<file path="config.mk">
export PLATFORM = sky130hd
export DESIGN_NAME = fpu_mul_seq_flat
export DESIGN_NICKNAME = d
export VERILOG_FILES = /design/src/rtl/fpu_mul_seq_if.sv /design/src/rtl/fpu_mul_seq.sv /design/src/flat_wrapper.sv
export SDC_FILE = /design/constraint.sdc
export NUM_CORES = 1
export LEC_CHECK = 0
export CORE_MARGIN = 3
export CORE_UTILIZATION = 35
export DETAILED_ROUTE_END_ITERATION = 12
export PLACE_DENSITY_LB_ADDON = 0.12
export SLEW_MARGIN = 20
export SYNTH_ARGS = -nofsm -noshare
export SYNTH_HDL_FRONTEND = slang
export SYNTH_SLANG_ARGS = --single-unit
</file>
<file path="constraint.sdc">
create_clock -name clk -period 6.15 [get_ports clk]
set_input_delay 0.615 -clock clk [delete_from_list [all_inputs] [get_ports clk]]
set_output_delay 0.615 -clock clk [all_outputs]
set_load 0.005 [all_outputs]
</file>
<file path="src/rtl/fpu_mul_seq_if.sv">
// Request/response bundle between the FPU front-end (master) and the fmul responder (slave).
interface fpu_mul_seq_if;
  logic [7:0]  opcode;
  logic [31:0] x1;
  logic [31:0] x2;
  logic [31:0] y;
  logic        ovf;
  logic        unf;
  logic        out_valid;

  modport master (output opcode, x1, x2, input  y, ovf, unf, out_valid);
  modport slave  (input  opcode, x1, x2, output y, ovf, unf, out_valid);
endinterface

</file>
<file path="src/rtl/fpu_mul_seq.sv">
// Sequential single-precision multiplier: 24-cycle shift-add mantissa product,
// round-to-nearest-even, flush-to-zero; unsupported opcodes get an immediate zero reply.
module fpu_mul_seq (
    input logic         clk,
    input logic         rstn,
    fpu_mul_seq_if.slave bus
);

    typedef enum logic [2:0] {IDLE, MUL, ROUND, DONE, REJ} state_e;

    localparam logic [7:0] OP_FMUL = 8'h04;

    state_e       state_q;
    logic [4:0]   cnt_q;
    logic [47:0]  p_q;
    logic         sa_q, sb_q;
    logic [7:0]   ea_q, eb_q;
    logic [23:0]  ma_q, mb_q;
    logic [31:0]  y_q;
    logic         ovf_q, unf_q, vld_q;

    logic [47:0]  addend;
    logic [31:0]  y_d;
    logic         ovf_d, unf_d;

    logic signed [9:0] e;
    logic [22:0]  mant;
    logic [23:0]  mant_inc;
    logic         guard, sticky, s;

    assign addend = mb_q[cnt_q] ? ({24'd0, ma_q} << cnt_q) : '0;

    always_comb begin
        s      = sa_q ^ sb_q;
        e      = $signed({2'b00, ea_q}) + $signed({2'b00, eb_q}) - 10'sd127;
        mant   = p_q[45:23];
        guard  = p_q[22];
        sticky = |p_q[21:0];
        if (p_q[47]) begin
            mant   = p_q[46:24];
            guard  = p_q[23];
            sticky = |p_q[22:0];
            e      = e + 10'sd1;
        end
        mant_inc = {1'b0, mant} + {23'd0, guard & (sticky | mant[0])};
        // carry out of the mantissa leaves mant_inc[22:0] all zero, as required
        if (mant_inc[23]) e = e + 10'sd1;

        y_d   = {s, e[7:0], mant_inc[22:0]};
        ovf_d = 1'b0;
        unf_d = 1'b0;
        if (e >= 10'sd255) begin
            y_d   = {s, 8'hFF, 23'h0};
            ovf_d = 1'b1;
        end else if (e <= 10'sd0) begin
            y_d   = {s, 31'h0};
            unf_d = 1'b1;
        end

        if (((ea_q == 8'hFF) && (eb_q == 8'h00)) || ((eb_q == 8'hFF) && (ea_q == 8'h00))) begin
            y_d   = 32'h7FC00000;
            ovf_d = 1'b0;
            unf_d = 1'b0;
        end else if ((ea_q == 8'hFF) || (eb_q == 8'hFF)) begin
            y_d   = {s, 8'hFF, 23'h0};
            ovf_d = 1'b1;
            unf_d = 1'b0;
        end else if ((ea_q == 8'h00) || (eb_q == 8'h00)) begin
            y_d   = {s, 31'h0};
            ovf_d = 1'b0;
            unf_d = 1'b0;
        end
    end

    always_ff @(posedge clk) begin
        if (!rstn) begin
            state_q <= IDLE;
            cnt_q   <= '0;
            p_q     <= '0;
            sa_q    <= 1'b0;
            sb_q    <= 1'b0;
            ea_q    <= '0;
            eb_q    <= '0;
            ma_q    <= '0;
            mb_q    <= '0;
            y_q     <= '0;
            ovf_q   <= 1'b0;
            unf_q   <= 1'b0;
            vld_q   <= 1'b0;
        end else begin
            vld_q <= 1'b0;
            case (state_q)
                IDLE: begin
                    if (bus.opcode == OP_FMUL) begin
                        sa_q    <= bus.x1[31];
                        sb_q    <= bus.x2[31];
                        ea_q    <= bus.x1[30:23];
                        eb_q    <= bus.x2[30:23];
                        ma_q    <= {1'b1, bus.x1[22:0]};
                        mb_q    <= {1'b1, bus.x2[22:0]};
                        p_q     <= '0;
                        cnt_q   <= '0;
                        state_q <= MUL;
                    end else if (bus.opcode != 8'h00) begin
                        y_q     <= '0;
                        ovf_q   <= 1'b0;
                        unf_q   <= 1'b0;
                        vld_q   <= 1'b1;
                        state_q <= REJ;
                    end
                end
                MUL: begin
                    p_q   <= p_q + addend;
                    cnt_q <= cnt_q + 5'd1;
                    if (cnt_q == 5'd23) state_q <= ROUND;
                end
                ROUND: begin
                    y_q     <= y_d;
                    ovf_q   <= ovf_d;
                    unf_q   <= unf_d;
                    vld_q   <= 1'b1;
                    state_q <= DONE;
                end
                DONE:    state_q <= IDLE;
                REJ:     state_q <= IDLE;
                default: state_q <= IDLE;
            endcase
        end
    end

    assign bus.y         = y_q;
    assign bus.ovf       = ovf_q;
    assign bus.unf       = unf_q;
    assign bus.out_valid = vld_q;

endmodule
</file>
<file path="src/flat_wrapper.sv">
// flat-port wrapper written by rule: the top's interface ports become plain ports
module fpu_mul_seq_flat 
  (clk, rstn, bus_opcode, bus_x1, bus_x2, bus_y, bus_ovf, bus_unf, bus_out_valid);
  fpu_mul_seq_if bus_i ();
  input logic clk;
  input logic rstn;
  input wire logic [$bits(bus_i.opcode)-1:0] bus_opcode;
  input wire logic [$bits(bus_i.x1)-1:0] bus_x1;
  input wire logic [$bits(bus_i.x2)-1:0] bus_x2;
  output wire logic [$bits(bus_i.y)-1:0] bus_y;
  output wire logic [$bits(bus_i.ovf)-1:0] bus_ovf;
  output wire logic [$bits(bus_i.unf)-1:0] bus_unf;
  output wire logic [$bits(bus_i.out_valid)-1:0] bus_out_valid;
  assign bus_i.opcode = bus_opcode;
  assign bus_i.x1 = bus_x1;
  assign bus_i.x2 = bus_x2;
  assign bus_y = bus_i.y;
  assign bus_ovf = bus_i.ovf;
  assign bus_unf = bus_i.unf;
  assign bus_out_valid = bus_i.out_valid;
  fpu_mul_seq u_core (.clk(clk), .rstn(rstn), .bus(bus_i));
endmodule
</file>
==> results.txt <==
Pre-CTS setup slack: 0.443 ns
Post-route DRC: 0
Initial drt markers: 760
CP required: 6.46 ns
Footprint of the multi-input gates: 0.00828 sq mm
Worst reg2reg path startpoint: u_core.cnt_q[0]
Slew @ Worst Pin: 0.766 ns
Async set-reset flop share out of synthesis: 0
Rel. slew slack: 0.482
Worst setup path start: u_core.cnt_q[0]
Post-synth top cells: nand2_1 (276), a21oi_1 (184), dfxtp_1 (156), nor2_1 (128), clkbuf_1 (81)
R2R setup slack: 0.52 ns
Util after Layout: 0.421
CP Launch Type: flip-flop
Finished Layout Cells: 2065
RSZ-0062 raised after global routing: no
Die width: 190 um
Final wirelength: 35.6 mm
Final instance area: 0.0139 sq mm
Post-CTS Hold Buffers: 0
Largest area contributor in the netlist: dfxtp_1
Die Area: 0.0362 sq mm
Worst r2r dst: u_core.p_q[46]
TritonCTS clock tree: built
Core Area: 0.0330 sq mm
Sequential area share after synthesis: 0.263
DP Area: 0.0133 sq mm
Syn_area_per_cell: 7.58 sq um
Clock transition at the registers of the reported paths: 0.07 ns
Post-layout min period: 5.63 ns
Root Buffer: clkbuf_16
Largest net degree at the start of global routing: 74
Die span in y: 190 um
Yosys top cell area share: 0.263
Largest cells by area after synthesis: dfxtp_1 (26%), nand2_1 (8.7%), a21oi_1 (7.7%), ha_1 (6.3%), mux2i_1 (4.0%)
Initial antenna violation count: 0
Final number of hold-violating endpoints: 0
CTS Buffer Depth: 2
Worst vdd ir: 0.000197 V
Cell area after synthesis: 0.0119 sq mm
Post-DRT Antenna Nets: 0
CTS buffer count: 17
Critical-path maximum fanout: 10
Critical Path Sink Type: flip-flop
Inst Count DP: 2033
Detailed Routing Iterations Pass 1: 5
Final HPWL from detailed placement: 26.9 mm
Gr ovfl total: 0
Status: finished clean
Buffers on Ports: 108
Most frequent cell after synthesis: nand2_1
Mapped Cells: 1568
Primary FF master, synth: dfxtp_1
Critical path class: reg2reg
GRT Overall Usage: 0.197
Slew Limit Fails: 0
Starting Density: 0.360
Worst hold-check path type: reg2reg
Reg2Reg Depth: 18
Vias in the first global route: 10668
Clock Skew: 0.0128 ns
Crit path capture: u_core.p_q[46]
FILL cells: 3440
EDFF count, synth: 0
CTS sink count: 156
DR WL/cell: 17.2 um
Row cnt: 66
GPL Wtd Cong: 0.928
P per Cell Area: 161 mW/mm^2
ANT cells: 0
Worst hold margin: 0.456 ns
Leak pwr: 5.09 nW
Warnings from Yosys: 0
Maximum clock frequency: 178 MHz
Area added between synthesis and finish: 16.9%
Arr. time, crit path: 5.94 ns
Register area: 0.00313 sq mm
H-tree lvl count: 4
Period utilization: 0.915
Syn nets: 1704
Via/cell ratio: 5.43
# IOs: 109
Total Power: 2.24 mW
Clock Latency Late Sink: 0.45 ns
Seq cells post-synth: 156
Nets: 1746
Setup TNS: 0 ns
Finish-stage setup viols: 0
Setup ws final: 0.520 ns
Share of layout cells above drive strength 1: 0.0721
First-pass GRT wire length: 57.9 mm
Yosys cell types: 85
MaxCap Viol Count: 0
Vias post-DR: 11221
-- how the worst min path moves through the flow --
| stage | from | depth (start not counted) | endpoint | slack (ns) |
|---|---|---|---|---|
| final | u_core.mb_q[21] | 2 | u_core.mb_q[21] | 0.46 |
| after global routing | u_core.mb_q[13] | 2 | u_core.mb_q[13] | 0.47 |
| after CTS | u_core.mb_q[10] | 2 | u_core.mb_q[10] | 0.46 |
| after detailed placement | u_core.mb_q[10] | 2 | u_core.mb_q[10] | 0.45 |
| after global placement | u_core.mb_q[15] | 2 | u_core.mb_q[15] | 0.44 |
| after floorplan | u_core.mb_q[10] | 2 | u_core.mb_q[10] | 0.43 |
-- sequential cells by signal, indices dropped and copies added, names as in the netlist --
| register | count |
|---|---|
| u_core.p_q | 48 |
| u_core.bus.y | 32 |
| u_core.mb_q | 24 |
| u_core.ma_q | 23 |
| u_core.ea_q | 8 |
| u_core.eb_q | 8 |
| u_core.cnt_q | 5 |
| u_core.state_q | 3 |
| u_core.bus.out_valid | 1 |
| u_core.bus.ovf | 1 |
| u_core.bus.unf | 1 |
| u_core.sa_q | 1 |
| u_core.sb_q | 1 |
-- worst max-delay path, stage by stage, from the launching register on --
cell      delay [ns]
dfxtp_2         0.50
mux4_2          0.56
mux4_2          0.50
nand2b_1        0.15
nor3_1          0.08
and2_1          0.19
ha_1            0.20
fa_1            0.42
a211oi_1        0.22
nor2_1          0.11
a221o_1         0.40
a221oi_1        0.52
o31a_1          0.36
o211ai_1        0.16
a21oi_1         0.26
o221ai_1        0.25
a311oi_1        0.36
xor2_1          0.16
o21ai_0         0.08
-- kinds of logic (layout without fill, tap and decap cells) --
logic type                 after synthesis  in the layout  synth area share
DFF                                    156            156             0.263
AOI/OAI and AO/OA                      452            452             0.244
adders and majority gates               62             62            0.0665
muxes                                   83             83            0.0887
and+or+nand+nor                        609            609             0.237
buffers and inverters                  133            188            0.0436
xor gates and xnor gates                73             73            0.0574
-- layer usage --
metal,GRT usage,routed length (um)
met3,0.0281,1240
met1,0.274,17500
met2,0.326,16500
met5,0,0
met4,0.0406,366
-- cell type report --
cell class | count | share of cell area
clock buffers | 17 | 0.0306
clock inverters | 15 | 0.0148
inverters | 34 | 0.00927
multi-input cells | 1279 | 0.595
flip-flops and latches | 156 | 0.225
well taps | 442 | 0.0398
repair buffers | 122 | 0.0853
-- report_power, final --
part	switching (mW)	internal, mW	total [mW]
Clock	0.489	0.654	1.14
Combinational	0.0346	0.0474	0.0820
Sequential	0.00151	1.01	1.01
Total	0.525	1.71	2.24
-- what timing repair did --
item,4_1_cts,5_1_grt
buffers inserted,0,0
hold endpoints to repair,0,0
resized for setup,0,1
endpoints found under the setup margin,0,2
-- cell usage in the layout (no fill, tap or decap), drive strengths merged, types with 8 or more instances in the layout --
| master | n |
|---|---|
| inv | 39 |
| a22oi | 9 |
| or2 | 9 |
| mux2 | 19 |
| mux2i | 48 |
| and2 | 14 |
| o21ai | 70 |
| a32o | 8 |
| nor3 | 19 |
| nor4 | 10 |
| a21oi | 184 |
| clkdlybuf4s50 | 108 |
| nand2 | 276 |
| nand3 | 54 |
| a211oi | 22 |
| nor2 | 128 |
| and3 | 11 |
| dfxtp | 156 |
| mux4 | 16 |
| a221o | 9 |
| xnor2 | 40 |
| a21o | 38 |
| buf | 14 |
| nand4 | 22 |
| o21bai | 8 |
| nand2b | 16 |
| a22o | 19 |
| ha | 60 |
| a31oi | 15 |
| a311oi | 8 |
| xor2 | 32 |
| nor2b | 26 |
| clkbuf | 17 |
Note: power is estimated with default switching activity, not from simulation.
